## config.mk

```make
export PLATFORM = sky130hd
export DESIGN_NAME = serial_subtractor_ctrl
export DESIGN_NICKNAME = d
export VERILOG_FILES = /design/src/rtl/serial_subtractor_ctrl_pkg.sv /design/src/rtl/serial_subtractor_ctrl_fs_bit.sv /design/src/rtl/serial_subtractor_ctrl.sv
export SDC_FILE = /design/constraint.sdc
export NUM_CORES = 1
export LEC_CHECK = 0
export ABC_AREA = 1
export CAP_MARGIN = 20
export CORE_ASPECT_RATIO = 0.6
export CORE_MARGIN = 2
export CORE_UTILIZATION = 50
export DETAILED_ROUTE_END_ITERATION = 8
export PLACE_DENSITY = 0.81
export SLEW_MARGIN = 20
export SYNTH_ARGS = -nofsm -noshare
export SYNTH_HDL_FRONTEND = slang
export SYNTH_SLANG_ARGS = --single-unit
```

## constraint.sdc

```tcl
create_clock -name clk -period 1.3 [get_ports clk]
set_input_delay 0.26 -clock clk [delete_from_list [all_inputs] [get_ports clk]]
set_output_delay 0.26 -clock clk [all_outputs]
set_load 0.01 [all_outputs]
```

## src/rtl/serial_subtractor_ctrl_pkg.sv

```systemverilog
// Shared definitions for the bit-serial subtractor controller.
// State encoding and default operand width.
package subtractor_defs;

   localparam int unsigned WIDTH_DEF = 8;

   typedef enum logic [1:0] {
      S_IDLE  = 2'd0,
      S_SHIFT = 2'd1,
      S_DONE  = 2'd2
   } state_e;

endpackage

```

## src/rtl/serial_subtractor_ctrl_fs_bit.sv

```systemverilog
// One-bit full-subtractor cell: d = a - b - bin, bo = borrow out.
// Purely combinational.
module fs_bit (
   input  logic a,
   input  logic b,
   input  logic bin,
   output logic d,
   output logic bo
);

   assign d  = a ^ b ^ bin;
   assign bo = (~a & b) | (~a & bin) | (b & bin);

endmodule

```

## src/rtl/serial_subtractor_ctrl.sv

```systemverilog
// Bit-serial unsigned subtractor: one fs_bit cell walked LSB first,
// borrow carried between cycles in a flop, start/busy/done handshake.
module serial_subtractor_ctrl
   import subtractor_defs::*;
#(
   parameter int unsigned WIDTH = WIDTH_DEF
) (
   input  logic             clk,
   input  logic             rst,
   input  logic             start,
   input  logic [WIDTH-1:0] a,
   input  logic [WIDTH-1:0] b,
   input  logic             bin,
   output logic             busy,
   output logic             done,
   output logic [WIDTH-1:0] diff,
   output logic             bout
);

   localparam int unsigned CW = $clog2(WIDTH) + 1;
   localparam logic [CW-1:0] LAST = CW'(WIDTH - 1);

   state_e           state_q, state_d;
   logic [CW-1:0]    cnt_q;
   logic [WIDTH-1:0] sa_q, sb_q, res_q, res_n;
   logic [WIDTH-1:0] diff_q;
   logic             brw_q, bout_q, busy_q, done_q;
   logic             d_bit, bo_bit;

   fs_bit u_cell (
      .a   (sa_q[0]),
      .b   (sb_q[0]),
      .bin (brw_q),
      .d   (d_bit),
      .bo  (bo_bit)
   );

   // New result bit enters from the MSB side.
   if (WIDTH == 1) begin : g_w1
      assign res_n = d_bit;
   end else begin : g_wn
      assign res_n = {d_bit, res_q[WIDTH-1:1]};
   end

   always_comb begin
      state_d = state_q;
      unique case (state_q)
         S_IDLE, S_DONE: state_d = start ? S_SHIFT : S_IDLE;
         S_SHIFT:        if (cnt_q == LAST) state_d = S_DONE;
         default:        state_d = S_IDLE;
      endcase
   end

   always_ff @(posedge clk) begin
      if (rst) begin
         state_q <= S_IDLE;
         cnt_q   <= '0;
         sa_q    <= '0;
         sb_q    <= '0;
         res_q   <= '0;
         brw_q   <= 1'b0;
         diff_q  <= '0;
         bout_q  <= 1'b0;
         busy_q  <= 1'b0;
         done_q  <= 1'b0;
      end else begin
         state_q <= state_d;
         busy_q  <= (state_d == S_SHIFT);
         done_q  <= (state_d == S_DONE);
         if (state_q == S_SHIFT) begin
            sa_q  <= sa_q >> 1;
            sb_q  <= sb_q >> 1;
            res_q <= res_n;
            brw_q <= bo_bit;
            cnt_q <= cnt_q + 1'b1;
            if (state_d == S_DONE) begin
               diff_q <= res_n;
               bout_q <= bo_bit;
            end
         end else if (state_d == S_SHIFT) begin
            sa_q  <= a;
            sb_q  <= b;
            brw_q <= bin;
            cnt_q <= '0;
         end
      end
   end

   assign busy = busy_q;
   assign done = done_q;
   assign diff = diff_q;
   assign bout = bout_q;

endmodule

```

==> run_results.csv, run 1 <==
group,metric,value,unit
power_and_ir_drop,power_density,1242,mW/mm^2
global_route,antenna_found_initial,0,
timing,hold_ws,0.4646,ns
final_layout,final_core_util,0.6961,
timing,hold_viol,0,
detailed_routing,wire_per_inst,10.03,um
cts,cts_buffers,5,
setup_path,endpoint,"res_q[7]$_SDFFE_PP0P_",
timing,slew-limit-headroom,0.8574,
die,die-area,0.003797,mm^2
setup_path,cp_max_fo,2,
final_layout,antennaDiodeCount,0,
placement,dp_hpwl,2322,um
placement,port_buffers,30,
setup_path,worstSetupStartpoint,"sa_q[0]$_SDFFE_PP0P_",
timing,clock.fmax,0.8320,GHz
cts,cts_setup_buffers,0,
run,drv_cap,0,
global_route,grt_first_pass_wirelength,5568,um
global_route,grt_usage,0.1872,
cts,clockBufferDepth,2,
logic_synthesis,avgSynthCellArea,7.218,um^2
setup_path,reg2reg_from,"sa_q[0]$_SDFFE_PP0P_",
placement,pre_cts_ws,-0.1639,ns
detailed_routing,wl,3208,um
cts,htree_levels,2,
logic_synthesis,synth_cell_type_count,17,
final_layout,drive_gt1_frac,0.1273,
logic_synthesis,synth_area,0.001653,mm^2
placement,place_area,0.002103,mm^2
cts,cts.sinks,41,
cts,clkLatencyLatePin,0.29,ns
global_route,grt_overflow,0,
detailed_routing,drc,0,
timing,period_share,0.9246,
timing,setup_viol,0,
setup_path,crit_path_start_kind,"register",
timing,fin_skew,0.006123,ns
detailed_routing,via_per_inst,4.591,
setup_path,cp_data_required_time,1.49,ns
die,die_y,48.54,um
setup_path,rr_worst_depth,5,
logic_synthesis,yosysWarnings,0,
detailed_routing,ant_nets,0,
timing,finalWorstSetupSlack,0.09807,ns
final_layout,final_common_cell,"nand2_1",
cts,clk_pin_slew,0.07,ns
power_and_ir_drop,irDropWorstVdd,0.6557,mV
final_layout,final_nets,296,
setup_path,endpoint_kind,"register",
cts,clock_tree.root_cell,"clkbuf_8",
timing,worstMarginPinSlew,0.2139,ns
cts,cts_tree,"done",
timing,layout_min_cycle_time,1.202,ns
final_layout,n_fill_cell,279,
logic_synthesis,ys_seq_elements,41,
detailed_routing,dr.pass1.iters,4,
logic_synthesis,ys_seq_area_frac,0.4966,
final_layout,fin_area,0.002230,mm^2
global_route,grt_pass1_vias,1303,
die,pin_count,31,
detailed_routing,vias,1469,
final_layout,final_cell_mix,"71 x nand2_1, 41 x dfxtp_1, 29 x inv_1",
die,core,0.003203,mm^2
die,rows,16,
detailed_routing,drt-initial-drc-count,60,
setup_path,r2r_end,"res_q[7]$_SDFFE_PP0P_",
setup_path,critPathArrivalTime,1.39,ns
die,start_util,0.5160,
timing,drv_slew,0,
run_status,outcome,"complete, no violations",
logic_synthesis,syn_nets,251,
die,fp.dieW,78.23,um
global_route,grt_max_degree,21,
power_and_ir_drop,power_leakage,1.023,nW
min_path,min_path_type,"reg -> reg",
setup_path,reg2reg_slack,0.1,ns
placement,place.gp.congestion,0.7909,
cts,ctsHoldBuffers,0,
setup_path,crit_type,"reg -> reg",
final_layout,area_delta_synth_final,34.90,%
logic_synthesis,synthCells,229,
-- critical path, stage by stage (launching register included) --
cell and delay (ns):
dfxtp_1 0.34, inv_1 0.06, fa_1 0.47, inv_1 0.06
o21ai_1 0.12, a21oi_1 0.05
-- sequential cells by signal, indices dropped and copies added, names as in the netlist --
signal and count:
diff 8, busy 1, done 1, state_q 2, res_q 7, sb_q 8, cnt_q 4, sa_q 8
brw_q 1, bout 1
-- worst min path at each step --
stage,to,slack [ns],start,depth (start not counted)
after global placement,res_q[4]$_SDFFE_PP0P_,0.45,res_q[4]$_SDFFE_PP0P_,2
after detailed placement,sb_q[4]$_SDFFE_PP0P_,0.45,sb_q[4]$_SDFFE_PP0P_,2
after floorplan,res_q[3]$_SDFFE_PP0P_,0.44,res_q[3]$_SDFFE_PP0P_,2
final,sb_q[6]$_SDFFE_PP0P_,0.46,sb_q[6]$_SDFFE_PP0P_,2
after CTS,sb_q[6]$_SDFFE_PP0P_,0.47,sb_q[6]$_SDFFE_PP0P_,2
after global routing,sb_q[2]$_SDFFE_PP0P_,0.50,sb_q[2]$_SDFFE_PP0P_,2
-- timing repair --
action | 4_1_cts | 5_1_grt
setup endpoints to repair | 19 | 23
pin swaps | 0 | 0
resized for setup | 12 | 9
-- stage by stage --
step | std cells | power [mW] | TNS, ns
floorplan | 229 | 1.585 | 0
finish | 320 | 2.769 | 0
detailed placement | 312 | 1.752 | -2.018
CTS | 320 | 2.781 | 0
global placement | 312 | 1.743 | -1.534
global route | 320 | 2.907 | -0.01306
-- per-layer routing --
metal / part of all wire / vias up / global-route usage
li1: - / 804 / -
met1: 0.51 / 623 / 0.2512
met2: 0.41 / 33 / 0.2802
met3: 0.056 / 9 / 0.05037
met4: 0.022 / 0 / 0.09357
met5: 0 / - / 0
-- cells in the mapped netlist (all sizes together) --
cell / instances / area (um^2)
dfxtp: 41 / 820.8
nand2: 76 / 292.8
ha: 1 / 12.51
o21ai: 16 / 80.08
nor2: 15 / 61.31
nand3: 8 / 40.04
inv: 31 / 116.4
clkbuf: 4 / 15.01
buf: 5 / 31.28
a21oi: 28 / 140.1
a211oi: 1 / 7.510
o211ai: 2 / 15.01
fa: 1 / 20.02
-- where the power goes --
group / switching, mW / total (mW) / internal [mW]
registers: 0.0355 / 1.36 / 1.32
logic: 0.187 / 0.369 / 0.181
clock network: 0.415 / 1.04 / 0.626
-- logic make-up (layout without fill, tap and decap cells) --
logic type | after synthesis | in the layout | synth area share
and+or+nand+nor | 99 | 99 | 0.2385
adders and majority gates | 2 | 2 | 0.01968
AOI/OAI and AO/OA | 47 | 47 | 0.1469
buffers and inverters | 40 | 86 | 0.09841
DFF | 41 | 41 | 0.4966
-- cell type report --
class / instances / area [um^2] / share of cell area
repair buffers: 47 / 430.4 / 0.1930
flip-flops and latches: 41 / 820.8 / 0.3681
multi-input cells: 148 / 689.4 / 0.3092
well taps: 45 / 56.30 / 0.02525
inverters: 31 / 116.4 / 0.05219
clock inverters: 1 / 30.03 / 0.01347
clock buffers: 7 / 86.33 / 0.03872
No activity file was read; power rests on OpenSTA's default activity.
==> inputs of run 2 (changes only) <==
Settings changed: CTS_CLUSTER_SIZE from default to 25, REMOVE_ABC_BUFFERS from default to 1.
==> run 2 against run 1 <==
Net effect: largest power group unchanged; non-clock buffer count shrank 3; critical endpoint is now diff[0]$_SDFFE_PP0P_; critical path depth grew 1; largest cell class unchanged; routed wire length grew 5.3%.
==> run_results.csv, run 2 (synthesis gave the netlist of run 1 again) <==
group,metric,value,unit
cts,clkLatencyLatePin,0.29,ns
global_route,grt_pass1_vias,1352,
detailed_routing,dr.pass1.iters,4,
setup_path,endpoint_kind,"register",
detailed_routing,drt-initial-drc-count,59,
detailed_routing,ant_nets,0,
global_route,grt_overflow,0,
global_route,grt_first_pass_wirelength,5865,um
power_and_ir_drop,power_density,1256,mW/mm^2
min_path,hold_path_end,"sa_q[3]$_SDFFE_PP0P_",
timing,clock.fmax,0.8112,GHz
setup_path,rr_worst_depth,6,
setup_path,critPathArrivalTime,1.42,ns
cts,cts_buffers,5,
final_layout,antennaDiodeCount,0,
timing,worstMarginPinSlew,0.2172,ns
timing,rsz0062_at_grt,"true",
final_layout,fin_cells,317,
die,core,0.003203,mm^2
placement,place.gp.congestion,0.7686,
run,drv_cap,0,
min_path,min_path_type,"reg -> reg",
final_layout,final_nets,293,
setup_path,crit_chain,"ha_1 > nand2_1 > nor2_2 > nand2_2 > o21ai_0 > nor2_1",
setup_path,r2r_end,"diff[0]$_SDFFE_PP0P_",
placement,port_buffers,30,
run_status,outcome,"complete, no violations",
placement,place_area,0.002093,mm^2
cts,clockBufferDepth,2,
die,pin_count,31,
setup_path,slowest_stage,"dfxtp_1",
timing,layout_min_cycle_time,1.233,ns
timing,fin_skew,0.005483,ns
detailed_routing,wire_per_inst,10.66,um
final_layout,fin_area,0.002213,mm^2
timing,hold_ws,0.4674,ns
final_layout,drive_gt1_frac,0.1213,
global_route,met2_usage,0.2989,
global_route,globalRoute.busiestLayer,"met2",
power_and_ir_drop,power_leakage,0.9981,nW
detailed_routing,vias,1496,
cts,cts.sinks,41,
die,die_y,48.54,um
timing,hold_viol,0,
global_route,grt_usage,0.1974,
global_route,met3_usage,0.05970,
global_route,grt_max_degree,21,
final_layout,area_delta_synth_final,33.91,%
setup_path,crit_path_start_kind,"register",
setup_path,reg2reg_slack,0.07,ns
die,fp.dieW,78.23,um
global_route,antenna_found_initial,0,
cts,cts_setup_buffers,0,
timing,period_share,0.9482,
placement,dp_hpwl,2380,um
min_path,hp-start,"sa_q[3]$_SDFFE_PP0P_",
detailed_routing,via_per_inst,4.719,
detailed_routing,drc,0,
timing,final.setup.tns,0,ns
final_layout,final_cell_mix,"71 x nand2_1, 41 x dfxtp_1, 29 x inv_1",
setup_path,cp_data_required_time,1.49,ns
setup_path,crit_type,"reg -> reg",
final_layout,final_common_cell,"nand2_1",
power_and_ir_drop,irDropWorstVdd,0.7894,mV
timing,slew-limit-headroom,0.8537,
setup_path,cp_max_fo,9,
cts,clk_pin_slew,0.08,ns
setup_path,max_stage_delay,0.35,ns
min_path,hold_path_depth,2,
timing,setup_viol,0,
die,die-area,0.003797,mm^2
global_route,grtUsageMet1,0.2686,
die,start_util,0.5160,
timing,drv_slew,0,
setup_path,reg2reg_from,"cnt_q[1]$_SDFFE_PP0P_",
placement,place_inst,309,
cts,cts_tree,"done",
detailed_routing,wl,3378,um
die,rows,16,
cts,clock_tree.root_cell,"clkbuf_8",
cts,htree_levels,2,
==> run 2: cell types whose count changed in the layout (fill, tap and decap cells not counted), sizes merged <==
cell,previous run,this run
clkbuf,7,6
clkinvlp,0,1
buf,17,14
==> run 2: area by class of cell <==
class | count | area, um^2
Clock buffer | 6 | 82.58
Clock inverter | 2 | 37.54
Fill cell | 270 | 989.7
Inverter | 31 | 116.4
Multi-Input combinational cell | 148 | 679.4
Sequential cell | 41 | 820.8
Tap cell | 45 | 56.30
Timing Repair Buffer | 44 | 420.4
==> run 2: worst max-delay path, delay by kind of cell, from the launching register on <==
family          cells  cell delay [ns]
compound gates      1             0.19
simple gates        4             0.43
flops               1             0.35
fa+ha+maj           1             0.16
==> run 2: stage by stage <==
step,util,worst slack (ns),power [mW]
detailed placement,0.6535,-0.1458,1.746
global placement,0.6535,-0.08768,1.738
finish,0.6910,0.06731,2.779
CTS,0.6875,0.01553,2.789
global route,0.6910,-0.04483,2.919
floorplan,-,-0.4402,1.561
==> run 2: metal layers <==
metal | part of all wire | vias to the layer above | routed length, um
met5 | 0 | - | 0
met4 | 0.015 | 0 | 50
met3 | 0.062 | 5 | 210
met2 | 0.43 | 37 | 1444
met1 | 0.50 | 658 | 1673
li1 | - | 796 | -
==> run 2: report_power, final <==
group,switching (mW),internal (mW)
registers,0.0360,1.32
logic,0.188,0.177
clock network,0.431,0.624
total,0.655,2.12
==> run 2: timing repair <==
action	4_1_cts	5_1_grt
resized for setup	12	9
pin swaps	0	1
setup endpoints to repair	13	23
endpoints found under the hold margin	0	0
hold buffers	0	0
==> run 2: worst max path at each step <==
stage | from | end | slack [ns] | depth (start not counted)
after floorplan | state_q[0]$_SDFF_PP0_ | diff[0]$_SDFFE_PP0P_ | -0.44 | 5
after global placement | start | sb_q[6]$_SDFFE_PP0P_ | -0.09 | 8
after detailed placement | start | sb_q[5]$_SDFFE_PP0P_ | -0.15 | 8
after CTS | cnt_q[1]$_SDFFE_PP0P_ | diff[4]$_SDFFE_PP0P_ | 0.02 | 6
after global routing | cnt_q[1]$_SDFFE_PP0P_ | diff[6]$_SDFFE_PP0P_ | -0.04 | 6
final | cnt_q[1]$_SDFFE_PP0P_ | diff[0]$_SDFFE_PP0P_ | 0.07 | 6
